File: config.mk
export PLATFORM = sky130hd
export DESIGN_NAME = psc_code_packer
export DESIGN_NICKNAME = d
export VERILOG_FILES = /design/src/rtl/psc_code_packer.sv
export SDC_FILE = /design/constraint.sdc
export NUM_CORES = 1
export LEC_CHECK = 0
export BUFFER_PORTS_ARGS = -buffer_cell sky130_fd_sc_hd__buf_2
export CAP_MARGIN = 15
export CORE_MARGIN = 5
export CORE_UTILIZATION = 49
export CTS_CLUSTER_DIAMETER = 150
export DETAILED_ROUTE_END_ITERATION = 6
export PLACE_DENSITY = 0.78
export SLEW_MARGIN = 20
export SYNTH_ARGS = -nofsm -noshare
export SYNTH_HDL_FRONTEND = slang
export SYNTH_SLANG_ARGS = --single-unit
File: constraint.sdc
create_clock -name clk -period 1.9 [get_ports clk]
set_clock_uncertainty 0.2 [all_clocks]
set_input_delay 0.19 -clock clk [delete_from_list [all_inputs] [get_ports clk]]
set_output_delay 0.19 -clock clk [all_outputs]
set_load 0.02 [all_outputs]
File: src/rtl/psc_code_packer.sv
// Packs variable-width codes LSB-first into fixed WORD_W-bit words; a flush
// request drains any partial word zero-padded and tagged with its bit count.
module psc_code_packer #(
    parameter int CODE_W = 9,
    parameter int WORD_W = 16,
    parameter int CNT_W  = 16
) (
    input  logic                      clk,
    input  logic                      reproducible_button_n,
    input  logic [CODE_W-1:0]         in_code,
    input  logic [3:0]                in_width,
    input  logic                      in_valid,
    output logic                      in_ready,
    input  logic                      flush_req,
    output logic [WORD_W-1:0]         out_word,
    output logic                      out_valid,
    input  logic                      out_ready,
    output logic                      out_last,
    output logic [$clog2(WORD_W):0]   out_bits,
    output logic                      err_width,
    output logic [CNT_W-1:0]          words_out
);

    localparam int AW = WORD_W + CODE_W - 1;
    localparam int CW = $clog2(WORD_W + CODE_W);
    localparam int BW = $clog2(WORD_W) + 1;

    typedef enum logic {ACCUM, DRAIN} state_t;

    state_t              state;
    logic [AW-1:0]       acc;
    logic [CW-1:0]       cnt;

    logic                width_bad;
    logic [3:0]          eff_width;
    logic [CODE_W-1:0]   code_masked;
    logic                full;
    logic                has_bits;
    logic                in_fire;
    logic                out_fire;

    always_comb begin
        width_bad = in_width > 4'(CODE_W);
        eff_width = width_bad ? '0 : in_width;
        code_masked = '0;
        for (int unsigned i = 0; i < CODE_W; i++) begin
            code_masked[i] = in_code[i] && (i < 32'(eff_width));
        end
    end

    // All handshake outputs decode from registered state only.
    assign full      = cnt >= CW'(WORD_W);
    assign has_bits  = cnt != '0;
    assign out_valid = full || (state == DRAIN && has_bits);
    assign out_last  = (state == DRAIN) && has_bits && !full;
    assign out_bits  = full ? BW'(WORD_W) : (out_last ? BW'(cnt) : '0);
    assign out_word  = acc[WORD_W-1:0];
    assign in_ready  = (state == ACCUM) && !full;

    assign in_fire  = in_valid && in_ready;
    assign out_fire = out_valid && out_ready;

    always_ff @(posedge clk or negedge reproducible_button_n) begin
        if (!reproducible_button_n) begin
            state     <= ACCUM;
            acc       <= '0;
            cnt       <= '0;
            err_width <= 1'b0;
            words_out <= '0;
        end else begin
            // in_fire needs cnt<WORD_W in ACCUM, out_fire needs cnt>=WORD_W or DRAIN,
            // so the two never coincide.
            if (in_fire) begin
                acc <= acc | (AW'(code_masked) << cnt);
                cnt <= cnt + CW'(eff_width);
                if (width_bad) err_width <= 1'b1;
            end else if (out_fire) begin
                words_out <= words_out + CNT_W'(1);
                if (full) begin
                    acc <= acc >> WORD_W;
                    cnt <= cnt - CW'(WORD_W);
                end else begin
                    acc <= '0;
                    cnt <= '0;
                end
            end

            case (state)
                ACCUM: if (flush_req) state <= DRAIN;
                DRAIN: if (!has_bits || (out_fire && !full)) state <= ACCUM;
                default: state <= ACCUM;
            endcase
        end
    end

endmodule

## Word-level counts from Yosys, hierarchy flattened

Index checks and enable logic that the tools add are counted.

- Flip-flop bits (word level): 47
- Bits of input ports: 18

- Add/subtract/negate cells: 3
- $lt $le $gt $ge: 11
- Shift-type cells: 1
- Mux-type cells: 12
- Bitwise gates (word level): 3
- Reduce and logical (&&, ||, !) cells: 23

Operators by type and width:

| cell | count |
|---|---|
| 24-bit two-way mux | 2 |
| 5-bit two-way mux | 5 |
| 24-bit OR | 1 |
| 9-bit by 5-bit << shifter with 24-bit output | 1 |
| 16-bit by 1-bit adder with 16-bit output, second input constant | 1 |
| 3-bit by 4-bit < comparator with 1-bit output, first input constant | 4 |
| 1-bit logical AND | 15 |
| 1-bit by 4-bit < comparator with 1-bit output, first input constant | 2 |
| 2-bit by 4-bit < comparator with 1-bit output, first input constant | 2 |
| 8-bit two-way mux | 1 |
| 5-bit by 4-bit adder with 5-bit output | 1 |
| 5-bit >= comparator, second input constant | 1 |
| 5-bit nonzero test | 1 |
| 5-bit subtractor, second input constant | 1 |
| 4-bit > comparator, second input constant | 1 |
| 4-bit < comparator, first input constant | 1 |
| 4-bit two-way mux | 1 |
| 2-bit AND reduction | 2 |
| 1-bit logical NOT | 2 |
| 1-bit logical OR | 2 |
| 1-bit two-way mux | 2 |
| 1-bit NOT | 2 |
| 1-bit one-hot mux with 2 select lines | 1 |
| 2-bit nonzero test | 1 |

## Depth between registers and ports, before layout

Gate-level depths: netlist of the first run.

- Depth in word-level cells: 8
- Depth in mapped cells: 10
- Depth with buffers taken out: 9

## Least setup slack after synthesis of the first run

No wires, ideal clock.

- Kind: input -> register
- Start point: input in_width[2]
- End point: register cnt[4]
- Setup time: 0.082 ns
- Arrival time: 1.787 ns
- Setup slack: -0.169 ns
- Stages: 10
- Path buffers: 1
- Path through: buf_2 -> o21ai_2 -> and2_1 -> ha_1 -> inv_1 -> fa_1 -> inv_1 -> a21oi_1 -> maj3_1 -> o22ai_1

- Word-level cells in the longest chain between the ends: 4

Ends and longest elaborated chain:

| element | line | text |
|---|---|---|
| start, declared | 11 | `input logic [3:0] in_width,` |
| 4-bit > comparator | 43 | `width_bad = in_width > 4'(CODE_W);` |
| 4-bit two-way mux * | 44 | `eff_width = width_bad ? '0 : in_width;` |
| 5-bit by 4-bit adder with 5-bit output * | 75 | `cnt <= cnt + CW'(eff_width);` |
| 5-bit two-way mux * | 73 | `if (in_fire) begin` |
| end signal, assigned | 75 |  |
| end signal, assigned | 81 | `cnt <= cnt - CW'(WORD_W);` |
| end, declared | 32 | `logic [CW-1:0] cnt;` |

Mark *: on every way between the ends. The rest lies on a longest branch, timed or not.
A chain may end at the register's enable or synchronous reset.

## Worst setup path after layout of the first run

- Start point: register cnt[3]
- End point: output out_bits[3]

- Word-level cells in the longest chain between the ends: 5

Ends and longest elaborated chain:

| element | line | text |
|---|---|---|
| 5-bit >= comparator or 5-bit nonzero test (tied branches) | 52, 53 |  |
| 1-bit logical NOT or 1-bit logical AND (tied branches) | 55 | `assign out_last = (state == DRAIN) && has_bits && !full;` |
| 1-bit logical AND | 55 |  |
| 5-bit two-way mux | 56 | `assign out_bits = full ? BW'(WORD_W) : (out_last ? BW'(cnt) : '0);` |
| 5-bit two-way mux * | 56 |  |
| end, declared | 19 | `output logic [$clog2(WORD_W):0] out_bits,` |

Marked as above.

==> results of run 1 <==
==> sequential cells by signal, indices dropped and copies added (netlist names) <==
register,cells
state,1
err_width,1
cnt,5
acc,24
words_out,16
==> layout by cell type (no fill, tap or decap), drive strengths merged, types with 5 or more instances in the layout <==
cell type,n
mux2i,5
nand3,13
o221ai,12
a22oi,8
clkbuf,7
inv,7
buf,103
dfrtp,47
nand2,28
nor2,14
a21oi,14
nor3,7
and3,12
o21ai,19
xnor2,12
==> report_power, final <==
part           internal, mW  total [mW]  leakage (nW)  switching (mW)
registers              1.24        1.45         0.627           0.205
logic                  1.12        2.64          1.06            1.52
clock network         0.386       0.724        0.0513           0.337
==> cell families after synthesis <==
family	after synthesis	synth area share
compound gates	78	0.198
xor+xnor	16	0.0498
fa+ha+maj	6	0.0285
buf+inv	41	0.0894
flops	47	0.418
mux	5	0.0178
simple gates	103	0.198
==> timing repair <==
item                                    4_1_cts  5_1_grt
endpoints found under the setup margin       36       38
gates resized for setup                      21       25
pin swaps                                     2        5
gates cloned                                  0        1
hold endpoints to repair                     28        0
hold buffers                                  2        0
setup buffers                                 2        1
==> final cells by class <==
| cell class | count | area, sq um | share of cell area |
|---|---|---|---|
| well taps | 72 | 90.1 | 0.0245 |
| multi-input cells | 208 | 1570 | 0.427 |
| flip-flops and latches | 47 | 1180 | 0.321 |
| repair buffers | 106 | 707 | 0.192 |
| clock inverters | 1 | 30.0 | 0.00817 |
| clock buffers | 6 | 72.6 | 0.0197 |
| inverters | 7 | 28.8 | 0.00783 |
==> critical path, stage by stage (launching register included) <==
cell and delay, ns:
dfrtp_1 0.42, buf_4 0.19, inv_1 0.12, buf_4 0.18
nor3_1 0.19, buf_2 0.20
==> layer usage <==
metal / global-route usage / vias to the layer above / wire length, um
li1: - / 1222 / -
met1: 0.272 / 1327 / 3350
met2: 0.367 / 135 / 4280
met3: 0.0384 / 35 / 543
met4: 0.125 / 0 / 366
met5: 0 / - / 0
==> how the worst max path moves through the flow <==
| stage | slack, ns | startpoint | depth (start not counted) | end |
|---|---|---|---|---|
| 4_1_cts | -0.07 | cnt[0] | 5 | out_bits[1] |
| 3_3_place_gp | -0.11 | cnt[0] | 5 | acc[16] |
| 3_5_place_dp | -0.14 | cnt[0] | 5 | acc[8] |
| 6_report | -0.1 | cnt[3] | 5 | out_bits[3] |
| 2_1_floorplan | -0.05 | in_width[1] | 10 | cnt[4] |
| 5_1_grt | -0.14 | cnt[3] | 5 | out_bits[3] |
==> summary.md, run 1 <==
| Metric | Value |
|---|---|
| Outcome | `finished with violations` |
| Failing checks | `setup timing` |
| Final TNS setup | `-0.706 ns` |
| Post-layout util | `0.664` |
| Finished Cell Area | `3680 sq um` |
| RSZ-0062 raised after global routing | `true` |
| Post-route ant nets | `0` |
| DR WL/cell | `19.1 um` |
| Layout cells sized above 1 | `0.408` |
| Worst Tran Pin Value | `0.650 ns` |
| Final Non-Filler Cells | `447` |
| Placed cell count | `434` |
| Tot GR Track Use | `0.221` |
| PD cells | `1310 nW/um^2` |
| Main flop type after synthesis | `dfrtp_1` |
| Syn Nets | `319` |
| R2r startpoint | `cnt[0]` |
| Average size of a mapped cell | `9.50 sq um` |
| Hold Path Origin | `out_ready` |
| Leakage power | `1.74 nW` |
| Port Buffers | `58` |
| FFs w/ async S/R, synth | `1.00` |
| Post-synth EDFFs | `0` |
| Power Total | `4.82 mW` |
| Fillers | `433` |
| Final wirelength | `8540 um` |
| Clock slew at reported path FFs | `0.09 ns` |
| DR vias | `2719` |
| Chip width | `85.7 um` |
| Final WS setup | `-0.0953 ns` |
| Number of global-route vias before repair | `2635` |
| Register area share after synthesis | `0.418` |
| Starting Density | `0.507` |
| Largest net degree at the start of global routing | `30` |
| Vias per inst | `6.08` |
| Tmin final | `2.00 ns` |
| Most frequent cells after synthesis | `47 x dfrtp_1, 27 x nand2_1, 17 x buf_4` |
| Worst EP required | `1.51 ns` |
| Crit-path max FO | `8` |
| CP Launch Type | `flop` |
| Num CTS Buffers | `5` |
| Mapped Cells | `296` |
| Clock root buffer | `clkbuf_8` |
| Crit path arrival time | `1.61 ns` |
| DRC | `0` |
| CTS Sinks | `47` |
| I/O pins | `59` |
| FF-to-FF setup slack | `-0.06 ns` |
| Hold WC Path Type | `input pin to flop` |
| Top-count cell post-synth | `dfrtp_1` |
| Final hold viol count | `0` |
| Synthesized flop and latch total | `47` |
| F_max | `0.501 GHz` |
| Placer Congestion | `0.955` |
| Max Cap Viol | `0` |
| DRT Pass-1 Iters | `5` |
| TritonCTS clock tree | `done` |
| Synth area leaders | `dfrtp_1 42%, buf_4 4.5%, o221ai_1 3.7%, xnor2_1 3.7%, nand2_1 3.6%` |
| CTS HTree Levels | `2` |
| Clock Tree Buf Depth | `2` |
| Core footprint | `5540 sq um` |
| Setup crit end kind | `output pin` |
| Worst skew pair latency | `0.30 ns` |
| Yosys top cell by area | `dfrtp_1` |
| Setup violators final | `16` |
| Full die area | `7350 sq um` |
| Max transition margin | `0.567` |
| Synth Warn # | `0` |
| Hold-critical path depth | `3` |
| Area share of the largest cell type after synthesis | `0.418` |
| Total gr overflow | `0` |
| Worst reg2reg path endpoint | `acc[11]` |
| Post-DP HPWL | `5890 um` |
| Reg2reg path depth | `6` |
| Dpl cell area | `3310 sq um` |
| Period Utilization, post-route | `1.05` |
| Crit Path Category | `flop to output pin` |
| Dpl ws | `-0.138 ns` |
| First-pass GRT wire length | `12800 um` |
| Area grow syn2layout | `30.8%` |
| Initial DRC Count | `255` |
| Fin Hold WS | `0.0971 ns` |
| Post-Syn Area | `2810 sq um` |
| Antenna cell count | `0` |
| Synth unique cells | `57` |
| Hold EP | `cnt[4]` |
| Antenna violations before repair | `0` |
| VDD IR max | `0.618 mV` |
| Max-slew violations | `0` |
| Die Ht | `85.7 um` |
| Row cnt | `27` |
| Fin nets | `398` |
(Power assumes the default switching activity.)
==> run 2: changes to the inputs <==
- CAP_MARGIN: 15 -> 5
- CORE_ASPECT_RATIO: default -> 1.4
- CTS_CLUSTER_SIZE: default -> 28
==> summary.md, run 2 (synthesis results as in run 1) <==
| Metric | Value |
|---|---|
| Crit path arrival time | `1.92 ns (+0.31 ns)` |
| DRT Pass-1 Iters | `4 (-1)` |
| PD cells | `1310 nW/um^2 (-0.24%)` |
| Hold Path Origin | `out_ready` |
| First-pass GRT wire length | `12000 um (-6.4%)` |
| Initial DRC Count | `155 (-39%)` |
| Vias per inst | `5.93 (-2.6%)` |
| Fin nets | `411 (+3.3%)` |
| Post-DP HPWL | `5460 um (-7.3%)` |
| Slowest CP cell | `or4_4` |
| Clock slew at reported path FFs | `0.09 ns (about the same)` |
| Clock Tree Buf Depth | `2 (unchanged)` |
| Number of global-route vias before repair | `2606 (-1.1%)` |
| Layout cells sized above 1 | `0.452 (+0.0444)` |
| Post-route ant nets | `0 (unchanged)` |
| CP Launch Type | `flop` |
| Critical path depth | `7 (+2)` |
| Commonest non-fill, non-tap cells in the layout | `56 x buf_2, 53 x buf_4, 45 x dfrtp_1` |
| Placer Congestion | `0.926 (-3.0%)` |
| Full die area | `7370 sq um (+0.30%)` |
| VDD IR max | `0.468 mV (-24%)` |
| Final hold viol count | `0 (unchanged)` |
| RSZ-0062 raised after global routing | `true` |
| Die Ht | `99.6 um (+16%)` |
| Max transition margin | `0.612 (+0.0455)` |
| CP Cell Sequence | `buf_6 -> buf_4 -> nand2b_4 -> a21oi_2 -> or4_4 -> o21ai_4 -> o221ai_2` |
| Period Utilization, post-route | `1.02 (-0.0253)` |
| Crit Path Category | `flop to flop` |
| Storage element area | `1180 sq um (unchanged)` |
| F_max | `0.514 GHz (+2.5%)` |
| Cell family with most CP delay | `simple AND/OR/NAND/NOR gates` |
| Num CTS Buffers | `5 (unchanged)` |
| Starting Density | `0.505 (-0.00228)` |
| Placed cell count | `438 (+0.92%)` |
| DR WL/cell | `17.4 um (-9.2%)` |
| Port Buffers | `58 (unchanged)` |
| R2r startpoint | `cnt[0]` |
| Setup violators final | `9 (-7)` |
| Crit-path max FO | `5 (-3)` |
| Row cnt | `32 (+19%)` |
| Largest net degree at the start of global routing | `48 (+60%)` |
| Top Registers | `acc (24), words_out (16), cnt (5)` |
| Max reg flops | `24 (unchanged)` |
| WP buf/inv | `2 (-2)` |
| Most common cell after layout, fill and taps aside | `buf_2` |
| Total gr overflow | `0 (unchanged)` |
| Max Cap Viol | `0 (unchanged)` |
| Reg2reg path depth | `7 (+1)` |
| Final WS setup | `-0.0472 ns (+0.0481 ns)` |
| CTS Sinks | `47 (unchanged)` |
| Chip width | `74.0 um (-14%)` |
| Tmin final | `1.95 ns (-0.0481 ns)` |
| DR vias | `2708 (-0.40%)` |
| Antenna cell count | `0 (unchanged)` |
| Power Total | `5.04 mW (+4.6%)` |
| Top reg by flops | `acc` |
| Antenna violations before repair | `0 (unchanged)` |
| TritonCTS clock tree | `done` |
| Core footprint | `5570 sq um (+0.45%)` |
| Crit-path max cell delay | `0.54 ns (+0.12 ns)` |
| Multi-input logic area | `1620 sq um (+2.9%)` |
| Hold WC Path Type | `input pin to flop` |
| DRC | `0 (unchanged)` |
| Worst EP required | `1.88 ns (+0.37 ns)` |
| Leakage power | `1.83 nW (+5.4%)` |
| I/O pins | `59 (unchanged)` |
| Hold-critical path depth | `3 (unchanged)` |
| Worst Tran Pin Value | `0.582 ns (-0.0683 ns)` |
| Area grow syn2layout | `37.2%` |
| Outcome | `finished with violations` |
| Failing checks | `setup timing` |
| Max-slew violations | `0 (unchanged)` |
| Worst skew pair latency | `0.30 ns (about the same)` |
| Tot GR Track Use | `0.204 (-0.0173)` |
| Final wirelength | `7930 um (-7.2%)` |
| CTS HTree Levels | `2 (unchanged)` |
| Fillers | `403 (-6.9%)` |
| Final Non-Filler Cells | `457 (+2.2%)` |
| Setup crit end kind | `flop` |
| Clock root buffer | `clkbuf_8` |
| Critical Path Start | `cnt[0]` |
| Dpl ws | `-0.170 ns (-0.0327 ns)` |
==> run 2: layer usage <==
layer,share of wire,global-route usage
met5,0,0
met3,0.060,0.0273
met4,0.024,0.0837
met1,0.38,0.248
met2,0.54,0.355
==> run 2: cell type report <==
type | instances | share of cell area
Multi-Input combinational cell | 208 | 0.419
Sequential cell | 47 | 0.306
Timing Repair Buffer | 119 | 0.212
Tap cell | 68 | 0.0221
Clock buffer | 6 | 0.0188
Clock inverter | 2 | 0.0156
Inverter | 7 | 0.00681
==> run 2: what timing repair did <==
item                       4_1_cts  5_1_grt
hold buffers                     2        0
setup buffers                    2        5
cloned                           0        2
resized for setup               10       46
pin swaps                        0       17
hold endpoints to repair        48        0
setup endpoints to repair       27       36
==> run 2: tightest hold or removal path, delay by kind of cell <==
kind / cells / cell delay [ns]
compound gates: 1 / 0.09
buf+inv: 2 / 0.27
==> run 2: power by group <==
part	switching (mW)	internal (mW)	total, mW
registers	0.210	1.24	1.45
clock network	0.340	0.526	0.866
logic	1.51	1.21	2.72
==> run 2: path summary, 6_finish.rpt <==
path / to / slack, ns
hold / removal: cnt[4] / 0.09
hold reg to reg: words_out[15] / 0.27
max in group asynchronous: cnt[0] / 0.79
setup / recovery: acc[8] / -0.05
min in group asynchronous: state / 0.30
setup reg to reg: acc[8] / -0.05
==> run 2: through the flow <==
stage / TNS, ns / utilization / hold slack [ns] / cell area [sq um]
floorplan: -0.0510 / - / -0.306 / 2840
global placement: -1.42 / 0.607 / 0.108 / 3380
detailed placement: -2.01 / 0.607 / 0.120 / 3380
CTS: -0.365 / 0.642 / 0.0659 / 3570
global route: -1.46 / 0.693 / 0.122 / 3860
finish: -0.276 / 0.693 / 0.0901 / 3860
